## config.mk

```make
export PLATFORM = sky130hd
export DESIGN_NAME = fifo_wr_arbiter
export DESIGN_NICKNAME = d
export VERILOG_FILES = /design/src/rtl/fifo_arb_pkg.sv /design/src/rtl/fifo_wr_arbiter_rr_pick.sv /design/src/rtl/fifo_wr_arbiter.sv
export SDC_FILE = /design/constraint.sdc
export NUM_CORES = 1
export LEC_CHECK = 0
export BUFFER_PORTS_ARGS = -buffer_cell sky130_fd_sc_hd__buf_2
export CAP_MARGIN = 30
export CORE_UTILIZATION = 53
export DETAILED_ROUTE_END_ITERATION = 7
export PLACE_DENSITY = 0.86
export SYNTH_ARGS = -nofsm -noshare
export SYNTH_HDL_FRONTEND = slang
export SYNTH_SLANG_ARGS = --single-unit
```

## constraint.sdc

```tcl
create_clock -name w_clk -period 9.9 [get_ports w_clk]
set_input_delay 2.97 -clock w_clk [delete_from_list [all_inputs] [get_ports w_clk]]
set_output_delay 2.97 -clock w_clk [all_outputs]
set_load 0.03 [all_outputs]
```

## src/rtl/fifo_arb_pkg.sv

```systemverilog
// Shared constants for the FIFO write/read-side schedulers.
// Latency: n/a (constants and a constant function only).
// Backpressure: n/a.
package fifo_arb_pkg;

  // Scheduler FSM encoding
  localparam logic IDLE  = 1'b0;
  localparam logic GRANT = 1'b1;

  // Ceiling log2, floored at 1 so a derived width is never zero
  function automatic int clog2(input int value);
    int r;
    r = 0;
    while ((1 << r) < value) begin
      r = r + 1;
    end
    if (r == 0) begin
      r = 1;
    end
    return r;
  endfunction

endpackage

```

## src/rtl/fifo_wr_arbiter_rr_pick.sv

```systemverilog
// Rotating-priority picker: first valid index after last_id, wrapping modulo NUM_REQ.
// Latency: purely combinational.
// Backpressure: none; it only ranks the current request vector.
module rr_pick
  import fifo_arb_pkg::*;
#(
  parameter int NUM_REQ  = 4,
  parameter int ID_WIDTH = clog2(NUM_REQ)
) (
  input  logic [NUM_REQ-1:0]  req_valid,
  input  logic [ID_WIDTH-1:0] last_id,
  output logic                pick_valid,
  output logic [ID_WIDTH-1:0] pick_id
);

  // Rank each index by its distance after last_id; the lowest-ranked valid one wins
  always_comb begin
    int best;
    int rank;
    best       = NUM_REQ;
    rank       = 0;
    pick_valid = 1'b0;
    pick_id    = '0;
    for (int j = 0; j < NUM_REQ; j++) begin
      if (j > int'(last_id)) begin
        rank = j - int'(last_id) - 1;
      end else begin
        rank = j + NUM_REQ - int'(last_id) - 1;
      end
      if (req_valid[j] && (rank < best)) begin
        best       = rank;
        pick_valid = 1'b1;
        pick_id    = ID_WIDTH'(j);
      end
    end
  end

endmodule

```

## src/rtl/fifo_wr_arbiter.sv

```systemverilog
// Round-robin, burst-bounded scheduler sharing one async-FIFO write port among NUM_REQ requesters.
// Latency: 1 cycle from request to grant; write strobe combinational from registered grant.
// Backpressure: wfull stalls the granted requester in the same cycle without releasing the grant.
module fifo_wr_arbiter
  import fifo_arb_pkg::*;
#(
  parameter int DATA_WIDTH = 8,
  parameter int NUM_REQ    = 4,
  parameter int BURST_LEN  = 4,
  localparam int ID_WIDTH  = clog2(NUM_REQ)
) (
  input  logic                          w_clk,
  input  logic                          wrst_n,
  input  logic [NUM_REQ-1:0]            req_valid,
  input  logic [NUM_REQ*DATA_WIDTH-1:0] req_data,
  output logic [NUM_REQ-1:0]            req_ready,
  input  logic                          wfull,
  output logic [DATA_WIDTH-1:0]         w_data,
  output logic                          w_inc,
  output logic                          gnt_valid,
  output logic [ID_WIDTH-1:0]           gnt_id,
  output logic                          burst_done
);

  localparam int CNT_WIDTH = clog2(BURST_LEN + 1);

  logic                  state_q, state_d;
  logic [ID_WIDTH-1:0]   gnt_id_q, gnt_id_d;
  logic [ID_WIDTH-1:0]   last_id_q, last_id_d;
  logic [CNT_WIDTH-1:0]  burst_cnt_q, burst_cnt_d;

  logic                  pick_valid;
  logic [ID_WIDTH-1:0]   pick_id;
  logic                  in_grant;
  logic                  sel_vld;
  logic [DATA_WIDTH-1:0] sel_dat;
  logic                  xfer;
  logic                  release_gnt;

  rr_pick #(
    .NUM_REQ  (NUM_REQ),
    .ID_WIDTH (ID_WIDTH)
  ) u_rr_pick (
    .req_valid  (req_valid),
    .last_id    (last_id_q),
    .pick_valid (pick_valid),
    .pick_id    (pick_id)
  );

  // Select the granted lane and drive the write port; reset gates every strobe
  always_comb begin
    in_grant = (state_q == GRANT);
    sel_vld  = 1'b0;
    sel_dat  = '0;
    for (int j = 0; j < NUM_REQ; j++) begin
      if (gnt_id_q == ID_WIDTH'(j)) begin
        sel_vld = req_valid[j];
        sel_dat = req_data[j*DATA_WIDTH +: DATA_WIDTH];
      end
    end
    xfer = in_grant & sel_vld & ~wfull & wrst_n;
    // A dropped valid releases even while full; otherwise only the last beat does
    release_gnt = in_grant & (~sel_vld | (xfer & (burst_cnt_q == CNT_WIDTH'(BURST_LEN - 1))));
    req_ready = '0;
    for (int j = 0; j < NUM_REQ; j++) begin
      req_ready[j] = in_grant & ~wfull & wrst_n & (gnt_id_q == ID_WIDTH'(j));
    end
    w_inc      = xfer;
    w_data     = xfer ? sel_dat : '0;
    gnt_valid  = in_grant;
    gnt_id     = gnt_id_q;
    burst_done = release_gnt & wrst_n;
  end

  // Next grant state: arbitrate in IDLE, count beats and release in GRANT
  always_comb begin
    state_d     = state_q;
    gnt_id_d    = gnt_id_q;
    last_id_d   = last_id_q;
    burst_cnt_d = burst_cnt_q;
    if (state_q == IDLE) begin
      if (pick_valid) begin
        gnt_id_d    = pick_id;
        burst_cnt_d = '0;
        state_d     = GRANT;
      end
    end else begin
      if (release_gnt) begin
        state_d   = IDLE;
        last_id_d = gnt_id_q;
      end else if (xfer) begin
        burst_cnt_d = burst_cnt_q + CNT_WIDTH'(1);
      end
    end
  end

  // Grant registers; last_id resets to the top index so index 0 wins first
  always_ff @(posedge w_clk) begin
    if (!wrst_n) begin
      state_q     <= IDLE;
      gnt_id_q    <= '0;
      last_id_q   <= ID_WIDTH'(NUM_REQ - 1);
      burst_cnt_q <= '0;
    end else begin
      state_q     <= state_d;
      gnt_id_q    <= gnt_id_d;
      last_id_q   <= last_id_d;
      burst_cnt_q <= burst_cnt_d;
    end
  end

endmodule

```

---- After elaboration in Yosys (flattened, before gate mapping) ----
Cells that the tools add are included.
word-level totals
  bits in registers ....................... 8
  output and inout port bits .............. 17
  logic and storage cells ................. 86
operators by class
  add/sub/neg operators ................... 15
  $lt $le $gt $ge ......................... 7
  eq/ne operators ......................... 6
  multiplexer cells ....................... 29
  bitwise logic cells ..................... 16
  reductions and logical operators ........ 9
operators by type and width
  operator                                                       number
  subtractor 32 x 2 -> 32 bit (second input constant)            7
  two-way mux 32 bit                                             6
  less-than comparator 32 bit                                    3
  two-way mux 8 bit                                              5
  less-than comparator 32 x 4 -> 1 bit (second input constant)   1
  subtractor 3 x 2 -> 4 bit (first input constant)               4
  AND 1 bit                                                      12
  two-way mux 1 bit                                              12
  two-way mux 3 bit                                              4
  subtractor 2 x 2 -> 3 bit (first input constant)               2
  equality test 2 bit (second input constant)                    2
  greater-than comparator 2 bit (first input constant)           2
  logical AND 1 bit                                              4
  two-way mux 2 bit                                              2
  inequality test 2 bit (second input constant)                  2
  AND reduction 2 bit                                            2
  adder 3 x 1 -> 3 bit (second input constant)                   1
  equality test 3 x 2 -> 1 bit (second input constant)           1
  NOT 1 bit                                                      3
  AND reduction 3 bit                                            1
  subtractor 1 x 2 -> 3 bit (first input constant)               1
  equality test 2 x 1 -> 1 bit (second input constant)           1
  greater-than comparator 1 x 2 -> 1 bit (first input constant)  1
  logical NOT 2 bit                                              1
  other kinds (2)                                                2

---- Longest topological paths before layout ----
  depth after elaboration ................. 16
  depth in mapped cells ................... 32
  depth with buffers taken out ............ 29

---- Modules after synthesis ----
From an unflattened synthesis, not the netlist that was laid out.
unflattened totals
  cell total of the unflattened synthesis .. 202
  area, all modules ....................... 1,851.8 µm²
modules (own cells, without submodules)
  module           times used  cells each  area an instance (µm²)  seq. area each (µm²)
  rr_pick          1           130         1,081.0                 0.0
  fifo_wr_arbiter  1           72          770.7                   160.2

---- Worst setup path after synthesis ----
OpenSTA, ideal clock, no wires.
  kind .................................... in2reg
  start point ............................. input port req_valid[0]
  end point ............................... register gnt_id_q[0] (netlist: gnt_id[0])
  arrival time ............................ 7.678 ns
  data required time ...................... 9.826 ns
  slack ................................... 2.147 ns
  stages on the path ...................... 24
  cells stage by stage .................... nand3_1 -> ha_1 -> a211o_1 -> a2111oi_4 -> o21ai_2 -> nand2_2 -> buf_6 -> nor2_2 -> a21oi_2 -> ha_1 -> a211o_1 -> a221o_1 -> o22ai_1 -> and2_1 -> buf_6 -> mux2_2 -> ha_1 -> nand4_1 -> nor2_1 -> nand2_1 -> a21oi_1 -> or3_1 -> a41o_1 -> a31oi_1
on the way
  word-level cells in the longest chain between the ends .. 12
  elaborated cells between the ends (all ways) .. 18
  those cells by class .................... 3 x order compare; 10 x mux; 5 x reduce/logical
RTL lines
  item                           RTL line                       source
  from (decl)                    fifo_wr_arbiter.sv:14          input logic [NUM_REQ-1:0] req_valid,
  logical AND 1 bit *            fifo_wr_arbiter_rr_pick.sv:30  if (req_valid[j] && (rank < best)) begin
  two-way mux 32 bit             fifo_wr_arbiter_rr_pick.sv:30
  less-than comparator 32 bit    fifo_wr_arbiter_rr_pick.sv:30
  logical AND 1 bit              fifo_wr_arbiter_rr_pick.sv:30
  two-way mux 32 bit             fifo_wr_arbiter_rr_pick.sv:30
  less-than comparator 32 bit    fifo_wr_arbiter_rr_pick.sv:30
  logical AND 1 bit              fifo_wr_arbiter_rr_pick.sv:30
  two-way mux 32 bit             fifo_wr_arbiter_rr_pick.sv:30
  less-than comparator 32 bit    fifo_wr_arbiter_rr_pick.sv:30
  logical AND 1 bit              fifo_wr_arbiter_rr_pick.sv:30
  two-way mux 1 bit              fifo_wr_arbiter_rr_pick.sv:30
  AND reduction 2 bit (no line)  -
  to (signal assigned)           fifo_wr_arbiter.sv:106         gnt_id_q <= gnt_id_d;
  to (decl)                      fifo_wr_arbiter.sv:28          logic [ID_WIDTH-1:0] gnt_id_q, gnt_id_d;
Mark *: on every way between the ends. The rest lies on a longest branch, timed or not.
A chain may end at the register's enable or synchronous reset.

---- Worst setup path after layout ----
Same ends and word-level chain as after synthesis.

==> impl_metrics.csv <==
group,metric,value,unit
status,status,"finished clean",
placement,place_hpwl,4170,µm
power_and_ir_drop,pwr-share-clk,0.106,
finish,final_util,0.670,
power_and_ir_drop,p_leak,1.13,nW
logic_synthesis,synth_edf_count,0,
worst_setup_path,r2r_cells,26,
routing,post_drt_wl_per_cell,14.7,µm
timing,setup_viol,0,
worst_setup_path,endpoint,"gnt_id[0]",
logic_synthesis,synth_common_cells,"ha_1, nand2_1, inv_1",
die,die-area,3930,µm²
routing,dr.pass1.iters,4,
worst_setup_path,setup.worst_path.start,"req_valid[0]",
logic_synthesis,synthTopCellsByArea,"ha_1, mux4_2, dfxtp_1",
routing,drt_iter0_markers,91,
die,fp.dieW,62.7,µm
timing,fin_setup_tns,0,ps
worst_setup_path,worstPathRequired,10060,ps
logic_synthesis,yosys.cell_count.top_type,"ha_1",
cts,clk_latency,230,ps
timing,worstMarginPinSlew,751,ps
logic_synthesis,synth_top_area_frac,0.250,
cts,cts_tree,"built",
timing,finalHoldViolations,0,
worst_setup_path,r2r-end,"gnt_id[0]",
placement,routabilityCongestion,0.904,
power_and_ir_drop,p_switching,0.000181,W
die,io-pin-count,56,
worst_setup_path,rr_startpoint,"last_id_q[0]",
flow_run,drv_cap,0,
finish,nNetsFinal,370,
worst_setup_path,crit_chain,"buf_2, nand3_1, ha_1, a211o_1, a2111oi_4, o21ai_2, nand2_2, nor2_2, a21oi_2, ha_1, a211o_1, a221o_1, o22ai_1, and2_1, mux2_2, ha_1, nand4_1, nor2_1, nand2_1, a21oi_1, or3_1, a41o_1, a31oi_1",
worst_setup_path,crit_fanout,13,
timing,rsz0062_at_grt,"no",
die,start_util,0.567,
die,core,3440,µm²
worst_setup_path,critPathLaunchType,"primary input",
cts,post_cts_resized,0,
finish,fillers,287,
power_and_ir_drop,pwr-share-comb,0.727,
cts,numCtsBuffers,3,
hold_path,hold_class,"flop to flop",
logic_synthesis,ys_seq_area_frac,0.0820,
placement,io_buffer_count,55,
global_route,grt_use_total,0.267,
logic_synthesis,avgSynthCellArea,8.38,µm²
timing,maxSlewHeadroom,0.499,
cts,cts_htree_levels,1,
routing,vias,1998,
finish,layout-drive-gt1-share,0.297,
timing,finalCriticalPeriod,8230,ps
timing,max_freq,122,MHz
die,num_rows,21,
finish,antenna_cells,0,
global_route,antenna_found_initial,0,
global_route,grt_pass1_vias,1943,
logic_synthesis,netlist_area,1950,µm²
routing,ant_nets,0,
logic_synthesis,ys_seq_elements,8,
routing,vias_per_cell,5.95,
worst_setup_path,cp_slowest_cell,"a2111oi_4",
cts,cts_sinks,8,
timing,fin_skew,4.67,ps
worst_setup_path,end_kind,"flop",
logic_synthesis,synth_ff_type,"dfxtp_1",
power_and_ir_drop,p_per_area,159,nW/µm²
power_and_ir_drop,swShare,0.495,
cts,cts_root_buffer,"clkbuf_8",
worst_setup_path,crit_arrival,8380,ps
cts,cts_hold_buf,0,
global_route,gr-total-overflow,0,
worst_setup_path,regToRegSetupSlack,3200,ps
cts,clk_pin_slew,40,ps
routing,routed_wl,4940,µm
global_route,grt_max_degree,18,
global_route,grt_pass1_wl,8590,µm
hold_path,worstHoldStart,"burst_cnt_q[1]",
power_and_ir_drop,internal_power,0.000185,W
die,die_h,62.7,µm
cts,clock_path_buffers,2,
worst_setup_path,critPathMostFrequentCell,"ha_1",
logic_synthesis,ys_warn_count,0,
power_and_ir_drop,power_frac_seq,0.167,
timing,period_share,0.831,
finish,area_delta_synth_final,18.1,%
logic_synthesis,async_flop_share,0,
cts,post_cts_buffers,0,
routing,drc,0,
worst_setup_path,slowest_delay,420,ps
logic_synthesis,yosysTopAreaCell,"ha_1",
logic_synthesis,ys_types,58,
power_and_ir_drop,ir_drop,74.6,µV
hold_path,whs_path_depth,2,
timing,report.final.slew_viol_count,0,
logic_synthesis,syn_inst,233,
worst_setup_path,path_class,"primary input to flop",
==> worst min-delay path by stage <==
stage / end / slack [ps]
finish: burst_cnt_q[1] / 480
global route: burst_cnt_q[2] / 490
CTS: burst_cnt_q[1] / 480
detailed placement: burst_cnt_q[1] / 470
global placement: burst_cnt_q[2] / 460
floorplan: burst_cnt_q[2] / 450
==> power groups by stage <==
| stage | clock [W] | combinational (W) | sequential, W |
|---|---|---|---|
| detailed placement | 0 | 0.000260 | 0.0000620 |
| global route | 0.0000413 | 0.000295 | 0.0000648 |
| global placement | 0 | 0.000252 | 0.0000616 |
| floorplan | 0 | 0.000214 | 0.0000530 |
| finish | 0.0000388 | 0.000266 | 0.0000611 |
| CTS | 0.0000399 | 0.000261 | 0.0000615 |
==> flip-flops by register name, summed over array words and instances, names as in the netlist <==
signal,cells
gnt_valid,1
burst_cnt_q,3
gnt_id,2
last_id_q,2
==> cell type report <==
cell class / count / area, µm² / share of cell area
well taps: 46 / 57.6 / 0.0249
clock buffers: 3 / 41.3 / 0.0179
multi-input cells: 206 / 1710 / 0.739
flip-flops and latches: 8 / 160 / 0.0694
repair buffers: 55 / 275 / 0.119
inverters: 18 / 67.6 / 0.0293
==> critical path: cells and delay by family <==
family | cells | cell delay [ps]
buffers and inverters | 1 | 120
AND/OR/NAND/NOR | 8 | 1570
adder cells (fa/ha/maj) | 3 | 950
multiplexers | 1 | 380
AO/OA/AOI/OAI | 10 | 2390
==> logic make-up after synthesis <==
| logic type | share of synthesized area |
|---|---|
| xor gates and xnor gates | 0.0135 |
| DFF | 0.0820 |
| adders and majority gates | 0.250 |
| AOI/OAI and AO/OA | 0.261 |
| buffers and inverters | 0.0621 |
| muxes | 0.127 |
| and+or+nand+nor | 0.201 |
| other | 0.00385 |
==> layout by cell type (no fill, tap or decap), types with 3 or more instances in the layout <==
cell type  netlist  final
nand3b_1         3      3
o21ai_0          6      6
nor2_1           9      9
mux2_2           4      4
ha_1            39     39
nand3_1          4      4
a211o_1          5      5
mux4_2           9      9
a21oi_1         10     10
a31oi_1          3      3
and3_1          10     10
buf_2            1     55
a211oi_1         4      4
nand2_1         25     25
inv_1           18     18
o21ai_1          4      4
a21o_1           4      4
and2_1           3      3
conb_1           2     11
nor3_1           3      3
dfxtp_1          8      8
clkbuf_8         0      3
a21oi_2          6      6
==> per-stage QoR <==
stage	instances	instance area [µm²]	hold slack, ps	setup slack, ps	power [W]
after global routing	336	2310	495	1330	0.000401
after detailed placement	333	2270	469	1500	0.000322
after floorplan	242	1990	445	2150	0.000267
final	336	2310	476	1670	0.000366
after global placement	333	2270	458	1660	0.000314
after CTS	336	2310	476	1730	0.000363
==> per-layer routing <==
layer	vias up	share of wire	GRT usage
met5	-	0	0
met4	0	0.020	0.0814
met3	12	0.060	0.0474
met2	71	0.48	0.471
met1	933	0.43	0.327
li1	982	-	-
(Power assumes the default switching activity.)
